### config.mk
export PLATFORM = sky130hd
export DESIGN_NAME = prog_loader_flat
export DESIGN_NICKNAME = d
export VERILOG_FILES = /design/src/rtl/prog_loader_if.sv /design/src/rtl/prog_loader.sv /design/src/flat_wrapper.sv
export SDC_FILE = /design/constraint.sdc
export NUM_CORES = 1
export LEC_CHECK = 0
export ABC_AREA = 1
export BUFFER_PORTS_ARGS = -buffer_cell sky130_fd_sc_hd__buf_2
export CORE_MARGIN = 1.5
export CORE_UTILIZATION = 45
export CTS_CLUSTER_DIAMETER = 100
export DETAILED_ROUTE_END_ITERATION = 12
export GPL_TIMING_DRIVEN = 0
export PLACE_DENSITY = 0.7
export REMOVE_ABC_BUFFERS = 1
export SYNTH_ARGS = -nofsm -noshare
export SYNTH_HDL_FRONTEND = slang
export SYNTH_SLANG_ARGS = --single-unit
### constraint.sdc
create_clock -name clk -period 2.1 [get_ports clk]
set_input_delay 0.105 -clock clk [delete_from_list [all_inputs] [get_ports clk]]
set_output_delay 0.105 -clock clk [all_outputs]
set_load 0.03 [all_outputs]
### src/rtl/prog_loader_if.sv
`default_nettype none
// ============================================================================
// Module      : prog_loader_if
// Description : Valid/ready load-stream bundle between a word source and the
//               program loader.
//   s_valid   source -> loader  beat valid
//   s_ready   loader -> source  loader can accept a beat
//   s_data    source -> loader  beat payload (DATA_W bits)
//   s_target  source -> loader  0 = instruction memory, 1 = register file
//   s_last    source -> loader  final beat of the load
// Revision    : 1.0 - initial release
// ============================================================================
interface prog_loader_if #(
    parameter int DATA_W = 32
) ();
    logic              s_valid;
    logic              s_ready;
    logic [DATA_W-1:0] s_data;
    logic              s_target;
    logic              s_last;

    modport master (
        output s_valid,
        output s_data,
        output s_target,
        output s_last,
        input  s_ready
    );

    modport slave (
        input  s_valid,
        input  s_data,
        input  s_target,
        input  s_last,
        output s_ready
    );
endinterface
`default_nettype wire

### src/rtl/prog_loader.sv
`default_nettype none
// ============================================================================
// Module      : prog_loader
// Description : Program loader and reset sequencer for the single-cycle
//               RISC-V core. Streams words into instruction memory or the
//               register file, holds the core in reset until loading is done
//               plus RST_HOLD settling cycles, then counts run cycles and
//               flags halt at RUN_LIMIT (0 = unlimited).
//   clk, rst           clock, synchronous active-high reset
//   strm               load stream (slave side of prog_loader_if)
//   reload             one-cycle request to restart loading while running
//   imem_we/addr/wdata registered instruction-memory write port
//   rf_we/addr/wdata   registered register-file write port
//   core_rst           reset to the core (high outside RUN)
//   done               high while in RUN
//   err                sticky: a beat was dropped because its target was full
//   cycle_cnt          cycles spent in RUN
//   halt               cycle_cnt has reached RUN_LIMIT
// Revision    : 1.0 - initial release
// ============================================================================
module prog_loader #(
    parameter int          DATA_W    = 32,
    parameter int          IMEM_AW   = 8,
    parameter int          RF_AW     = 5,
    parameter int          RST_HOLD  = 2,
    parameter int unsigned RUN_LIMIT = 100
) (
    input  wire logic               clk,
    input  wire logic               rst,
    prog_loader_if.slave            strm,
    input  wire logic               reload,
    output logic                    imem_we,
    output logic [IMEM_AW-1:0]      imem_addr,
    output logic [DATA_W-1:0]       imem_wdata,
    output logic                    rf_we,
    output logic [RF_AW-1:0]        rf_addr,
    output logic [DATA_W-1:0]       rf_wdata,
    output logic                    core_rst,
    output logic                    done,
    output logic                    err,
    output logic [31:0]             cycle_cnt,
    output logic                    halt
);
    localparam int              HOLD_W    = (RST_HOLD > 1) ? $clog2(RST_HOLD) : 1;
    localparam logic [HOLD_W-1:0] HOLD_INIT = HOLD_W'(RST_HOLD - 1);
    localparam logic [31:0]     LIMIT     = 32'(RUN_LIMIT);
    localparam logic [IMEM_AW:0] IMEM_ONE = {{IMEM_AW{1'b0}}, 1'b1};
    localparam logic [RF_AW:0]  RF_ONE    = {{RF_AW{1'b0}}, 1'b1};

    typedef enum logic [1:0] {
        ST_LOAD = 2'd0,
        ST_HOLD = 2'd1,
        ST_RUN  = 2'd2
    } state_t;

    state_t              r_state;
    state_t              w_state_next;
    logic                w_accept;
    logic [HOLD_W-1:0]   r_hold_cnt;
    logic [IMEM_AW:0]    r_imem_cnt;
    logic [RF_AW:0]      r_rf_cnt;
    logic                r_imem_we;
    logic [IMEM_AW-1:0]  r_imem_addr;
    logic [DATA_W-1:0]   r_imem_wdata;
    logic                r_rf_we;
    logic [RF_AW-1:0]    r_rf_addr;
    logic [DATA_W-1:0]   r_rf_wdata;
    logic                r_err;
    logic [31:0]         r_cycle_cnt;

    // A counter is full when its MSB is set: it then equals the depth exactly.
    logic w_imem_full;
    logic w_rf_full;
    logic w_imem_wr;
    logic w_rf_wr;
    logic w_drop;
    logic w_halt;

    assign w_imem_full = r_imem_cnt[IMEM_AW];
    assign w_rf_full   = r_rf_cnt[RF_AW];
    assign w_imem_wr   = w_accept & ~strm.s_target & ~w_imem_full;
    assign w_rf_wr     = w_accept &  strm.s_target & ~w_rf_full;
    assign w_drop      = w_accept & (strm.s_target ? w_rf_full : w_imem_full);
    assign w_halt      = (LIMIT != 32'd0) && (r_cycle_cnt == LIMIT);

    always_ff @(posedge clk) begin
        if (rst) begin
            r_state <= ST_LOAD;
        end else begin
            r_state <= w_state_next;
        end
    end

    always_comb begin
        w_state_next = r_state;
        w_accept     = 1'b0;
        case (r_state)
            ST_LOAD: begin
                w_accept = strm.s_valid;
                if (strm.s_valid && strm.s_last) begin
                    w_state_next = ST_HOLD;
                end
            end
            ST_HOLD: begin
                if (r_hold_cnt == '0) begin
                    w_state_next = ST_RUN;
                end
            end
            ST_RUN: begin
                if (reload) begin
                    w_state_next = ST_LOAD;
                end
            end
            default: w_state_next = ST_LOAD;
        endcase
    end

    always_ff @(posedge clk) begin
        if (rst) begin
            r_hold_cnt   <= '0;
            r_imem_cnt   <= '0;
            r_rf_cnt     <= '0;
            r_imem_we    <= 1'b0;
            r_imem_addr  <= '0;
            r_imem_wdata <= '0;
            r_rf_we      <= 1'b0;
            r_rf_addr    <= '0;
            r_rf_wdata   <= '0;
            r_err        <= 1'b0;
            r_cycle_cnt  <= '0;
        end else begin
            r_imem_we <= w_imem_wr;
            r_rf_we   <= w_rf_wr;
            if (w_imem_wr) begin
                r_imem_addr  <= r_imem_cnt[IMEM_AW-1:0];
                r_imem_wdata <= strm.s_data;
                r_imem_cnt   <= r_imem_cnt + IMEM_ONE;
            end
            if (w_rf_wr) begin
                r_rf_addr  <= r_rf_cnt[RF_AW-1:0];
                r_rf_wdata <= strm.s_data;
                r_rf_cnt   <= r_rf_cnt + RF_ONE;
            end
            if (w_drop) begin
                r_err <= 1'b1;
            end

            // Settling counter is armed on the last beat and runs down in HOLD.
            if (r_state == ST_LOAD && w_state_next == ST_HOLD) begin
                r_hold_cnt <= HOLD_INIT;
            end else if (r_state == ST_HOLD && r_hold_cnt != '0) begin
                r_hold_cnt <= r_hold_cnt - HOLD_W'(1);
            end

            // Clearing cycle_cnt on reload also drops halt, which is derived
            // from it. Unlimited mode wraps naturally at 2^32.
            if (r_state == ST_RUN) begin
                if (reload) begin
                    r_imem_cnt  <= '0;
                    r_rf_cnt    <= '0;
                    r_cycle_cnt <= '0;
                end else if (!w_halt) begin
                    r_cycle_cnt <= r_cycle_cnt + 32'd1;
                end
            end
        end
    end

    assign strm.s_ready = (r_state == ST_LOAD);
    assign core_rst     = (r_state != ST_RUN);
    assign done         = (r_state == ST_RUN);
    assign imem_we      = r_imem_we;
    assign imem_addr    = r_imem_addr;
    assign imem_wdata   = r_imem_wdata;
    assign rf_we        = r_rf_we;
    assign rf_addr      = r_rf_addr;
    assign rf_wdata     = r_rf_wdata;
    assign err          = r_err;
    assign cycle_cnt    = r_cycle_cnt;
    assign halt         = w_halt;
endmodule
`default_nettype wire

### src/flat_wrapper.sv
// flat-port wrapper written by rule: the top's interface ports become plain ports
module prog_loader_flat 
#(
    parameter int          DATA_W    = 32,
    parameter int          IMEM_AW   = 8,
    parameter int          RF_AW     = 5,
    parameter int          RST_HOLD  = 2,
    parameter int unsigned RUN_LIMIT = 100
)
  (clk, rst, reload, imem_we, imem_addr, imem_wdata, rf_we, rf_addr, rf_wdata, core_rst, done, err, cycle_cnt, halt, strm_s_valid, strm_s_data, strm_s_target, strm_s_last, strm_s_ready);
  prog_loader_if #(.DATA_W(DATA_W)) strm_i ();
  input  wire logic clk;
  input  wire logic rst;
  input  wire logic reload;
  output logic imem_we;
  output logic [IMEM_AW-1:0] imem_addr;
  output logic [DATA_W-1:0] imem_wdata;
  output logic rf_we;
  output logic [RF_AW-1:0] rf_addr;
  output logic [DATA_W-1:0] rf_wdata;
  output logic core_rst;
  output logic done;
  output logic err;
  output logic [31:0] cycle_cnt;
  output logic halt;
  input wire logic [$bits(strm_i.s_valid)-1:0] strm_s_valid;
  input wire logic [$bits(strm_i.s_data)-1:0] strm_s_data;
  input wire logic [$bits(strm_i.s_target)-1:0] strm_s_target;
  input wire logic [$bits(strm_i.s_last)-1:0] strm_s_last;
  output wire logic [$bits(strm_i.s_ready)-1:0] strm_s_ready;
  assign strm_i.s_valid = strm_s_valid;
  assign strm_i.s_data = strm_s_data;
  assign strm_i.s_target = strm_s_target;
  assign strm_i.s_last = strm_s_last;
  assign strm_s_ready = strm_i.s_ready;
  prog_loader #(.DATA_W(DATA_W), .IMEM_AW(IMEM_AW), .RF_AW(RF_AW), .RST_HOLD(RST_HOLD), .RUN_LIMIT(RUN_LIMIT)) u_core (.clk(clk), .rst(rst), .strm(strm_i), .reload(reload), .imem_we(imem_we), .imem_addr(imem_addr), .imem_wdata(imem_wdata), .rf_we(rf_we), .rf_addr(rf_addr), .rf_wdata(rf_wdata), .core_rst(core_rst), .done(done), .err(err), .cycle_cnt(cycle_cnt), .halt(halt));
endmodule
Word-level counts from Yosys, hierarchy flattened
Cells that the tools add are included.

Register bits after elaboration: 130. Input port bits: 38. Word-level logic and storage cells: 52.

$add $sub $neg: 4. Equal/unequal tests: 6. Mux-type cells: 16. Bitwise gates (word level): 8. Reduce and logical (&&, ||, !) cells: 6.

Operators by type and width (number): two-way mux 32 bit (2); adder 32 x 1 -> 32 bit, second input constant (1); equality test 32 x 7 -> 1 bit, second input constant (1); two-way mux 9 bit (3); two-way mux 6 bit (3); adder 9 x 1 -> 9 bit, second input constant (1); adder 6 x 1 -> 6 bit, second input constant (1); two-way mux 2 bit (3); one-hot mux 2 bit (3 select lines) (1); AND 1 bit (5); equality test 2 x 1 -> 1 bit, second input constant (2); two-way mux 1 bit (4); != test 2 bit, second input constant (2); logical AND 1 bit (3); NOT 1 bit (3); equality test 2 bit, second input constant (1); zero test 2 bit (1); AND reduction 2 bit (1); nonzero test 2 bit (1); subtractor 1 bit, second input constant (1).

Depth between registers and ports, before layout
Depth after elaboration: 7. Gate-level depth with buffers: 12. Gate-level depth less buffers: 12.

Least setup slack after synthesis
No wires, ideal clock.

Kind: reg2reg. Start: reg u_core.r_cycle_cnt[1] (netlist: u_core.cycle_cnt[1]). End: reg u_core.r_cycle_cnt[20] (netlist: u_core.cycle_cnt[20]). Setup time: 0.110 ns. Data arrival time: 1.687 ns. Setup slack: 0.303 ns. Cell stages (with the launch flop): 11. Buffers on the path: 0. Clock period less this slack: 1.797 ns. Cells stage by stage: dfxtp_1 -> ha_1 -> nand2_1 -> nor2_2 -> nand2_1 -> nor2_1 -> nand3_1 -> nand3_1 -> nand2_1 -> inv_1 -> nor2_1.

Cells in the longest elaborated chain, start to end: 3. Elaborated cells on any way between the ends: 6. Classes of those cells: add/sub: 1; eq/ne: 2; mux: 2; reduce/logical: 1.

Ends and longest elaborated chain: start, declared (line prog_loader.sv:69) `logic [31:0] r_cycle_cnt;`; start signal, assigned (line prog_loader.sv:163) `r_cycle_cnt <= r_cycle_cnt + 32'd1;`; adder 32 x 1 -> 32 bit / equality test 32 x 7 -> 1 bit (equally long branches) (line prog_loader.sv:163, prog_loader.sv:84); two-way mux 32 bit / != test 2 bit (equally long branches); two-way mux 32 bit / AND reduction 2 bit (equally long branches).

Several ways; a longest one is shown, not always the timed one. The select of a mux whose other input is x is not followed. A chain may end at the register's enable or synchronous reset.

Worst setup path after layout
Start: reg u_core.r_cycle_cnt[1] (netlist: u_core.cycle_cnt[1]). End: reg u_core.r_cycle_cnt[18] (netlist: u_core.cycle_cnt[18]).

Same word-level chain as after synthesis.

==> impl_results.md <==
* Post-synthesis sequential area ratio at 44.30%
* Vias per cell at 5.040
* Placement Setup Slack at -1.028 ns
* Num CTS Buffers at 17
* Mapped cell area at 5874 µm²
* Antenna viol nets, final at 0
* IO Pins at 154
* H-tree levels at 4
* Setup violators final at 0
* Hold Path Depth at 3
* GP Congestion at 0.9029
* Port bufs at 153
* Fill cells at 1,188
* Clk sink count at 130
* Reg clk slew, reported paths at 0.06 ns
* Area Growth Syn to Fin at 33.61%
* Area of the multi-input gates at between 2000 and 3000 µm²
* Routed WL at 17,970 µm
* Max Freq at a little over 0.5 GHz
* Number of max-cap violations at 0
* Critical path class: reg2reg
* Outcome: completed
* Total of warnings raised by yosys at 0
* Ys async rst share at 0%
* RSZ-0062 raised after global routing: no
* EDFF count, synth at 0
* CTS tree: yes
* Avg Cell Area, Syn at 6.549 µm²
* Die width at 117.3 µm
* Setup Skew at 0.009989 ns
* Most frequent cells in the layout: nand2_1 (338), buf_2 (151), dfxtp_1 (130)
* Placed cell areas at 6714 µm²
* Commonest non-fill, non-tap cell in the layout: nand2_1
* Gr ovfl total at 0
* Global-route wire length before repair at 28,050 µm
* Hold Path Sink: u_core.err
* Hold Fails Final Rpt at 0
* P_leak at 0.003622 µW
* Data required, critical path at approximately 2.5 ns
* Ys flop type: dfxtp_1
* Hold Startpoint: strm_s_target
* First-pass DRT Iterations at 5
* Root Buffer: clkbuf_16
* Detailed placer's ending HPWL at roughly 11,000 µm
* Seq. cell area at 2603 µm²
* NumNets Final at about 1,100
* Reg-to-Reg End: u_core.cycle_cnt[18]
* Crit. End Element: flop
* Worst Path Arrival at 2.32 ns
* Worst slew pin tran at 0.9075 ns
* Cell taking the most area after synthesis: dfxtp_1
* Die area at 13,750 µm²
* DR iter-0 viols at 527
* Startpoint types: flop
* Worst Reg-to-Reg Cells at 11
* Max Slew Vio Count at 0
* Antenna violations before repair at 1
* Initial core utilization at 46.36%
* PnR worst setup slack at 0.1374 ns
* Via Count at 6,345
* Vias in the first global route at 5,870
* Layout cells sized above 1 at between 10% and 20%
* Worst-Skew Late Latency at 0.43 ns
* Worst Hold Class: in2reg
* Worst Path Max Fanout at 7
* FF+latch count, synth at 130
* Fin crit share at 93.46%
* Site row count at 41
* Min cycle time layout at 1.963 ns
* PwrDens at approximately 830 nW/µm²
* CTS Buffer Depth at 2
* Pin count of the biggest net entering global routing at between 80 and 90
* Design area at 7849 µm²
* WL per Instance at 14.27 µm
* Reg2reg setup slack at 0.14 ns
* Leading post-synthesis cells by cell area: dfxtp_1 (44%), nand2_1 (22%), a21oi_1 (8.4%)
* Worst slew margin at 39.50%
* Peak supply drop at 0.9270 mV
* # DRC at 0
* Global-route usage over all layers at 26.26%
* Critical R2R Launch: u_core.cycle_cnt[1]
* Hold slack final at 0.07466 ns
* Core area at 12,670 µm²
* Synth cell types at 27
* Post-Synthesis Cells at around 900
* Die H at roughly 120 µm
* Synth top area share at 44.30%
* Total power draw at 6511 µW
[metrics by stage]
step	utilization, %	instances	TNS, ns
3_5_place_dp	52.99	1186	-99.64
3_3_place_gp	52.79	1185	-161.38
4_1_cts	61.36	1255	0
6_report	61.94	1259	0
5_1_grt	61.94	1259	0
2_1_floorplan	-	860	-40.24
[registers in the layout, indices dropped and copies added, names as in the netlist, 2 cells and up]
register and flops:
u_core.rf_addr 5, u_core.r_rf_cnt 6, u_core.imem_wdata 32, u_core.rf_wdata 32
u_core.r_state 2, u_core.r_imem_cnt 9, u_core.imem_addr 8, u_core.cycle_cnt 32
[where the power goes]
part | internal [µW] | switching, µW | total, µW
sequential | 2550 | 53.6 | 2610
clock | 2040 | 1170 | 3210
combinational | 217 | 475 | 692
total | 4810 | 1700 | 6510
[Yosys cell counts, types with 2 or more instances]
cell type    n
buf_4        4
xnor2_1      3
nand2_1    341
nor2_1      93
nor3_1       9
inv_2        4
ha_1         4
xor2_1       3
buf_2       10
a21oi_1     99
nand3_1     72
nand3b_1     3
inv_1       70
nor2_2       2
nand4_1      2
o21ai_0     17
dfxtp_1    130
clkbuf_1    21
buf_1        2
[worst max-delay path, stage by stage, from the launching register on]
cell and delay, ns:
dfxtp_1 0.41, ha_1 0.20, nand2_1 0.10, nor2_2 0.18, nand2_1 0.23, nor2_2 0.28
nand2_1 0.11, nand2_1 0.07, nand2_1 0.05, nor2_1 0.11, nor2_1 0.05, nor2_1 0.09
[routing by layer]
metal | track usage (%) | wire, µm | up-vias
met1 | 31.54 | 7534 | 2855
met3 | 9.475 | 1615 | 32
met5 | 0 | 0 | -
met4 | 10.04 | 396 | 0
met2 | 43.06 | 8425 | 271
li1 | - | - | 3187
[logic make-up (layout without fill, tap and decap cells)]
group | Yosys count | in the layout | synth area share, %
buf+inv | 112 | 298 | 7.625
xor+xnor | 6 | 6 | 0.8947
simple gates | 528 | 531 | 36.34
compound gates | 117 | 117 | 9.989
fa+ha+maj | 4 | 4 | 0.8520
other cells | 0 | 1 | 0
flops | 130 | 130 | 44.30
[layout make-up]
cell class	count	area share, %
Antenna cell	1	0.03188
Clock buffer	19	5.643
Clock inverter	13	2.471
Inverter	75	3.874
Multi-Input combinational cell	658	37.48
Sequential cell	130	33.16
Tap cell	172	2.742
Timing Repair Buffer	191	14.60
[worst max path at each step]
stage                                   start                   end  slack [ns]  depth (start not counted)
final                     u_core.cycle_cnt[1]  u_core.cycle_cnt[18]        0.14                         11
after global routing      u_core.cycle_cnt[0]                  halt       0.006                          9
after CTS                 u_core.cycle_cnt[0]  u_core.cycle_cnt[30]       0.002                          9
after detailed placement                  rst  u_core.cycle_cnt[15]       -1.03                          8
after global placement                    rst  u_core.cycle_cnt[15]       -1.81                          8
after floorplan             u_core.r_state[1]  u_core.cycle_cnt[17]       -0.78                          5
[repair_timing]
action,in CTS,in global routing
endpoints found under the hold margin,66,0
pin swaps,4,2
gates cloned,2,1
buffers inserted,2,2
hold buffers,33,0
endpoints found under the setup margin,123,22
gates resized for setup,15,12
Note: power is estimated with default switching activity, not from simulation.
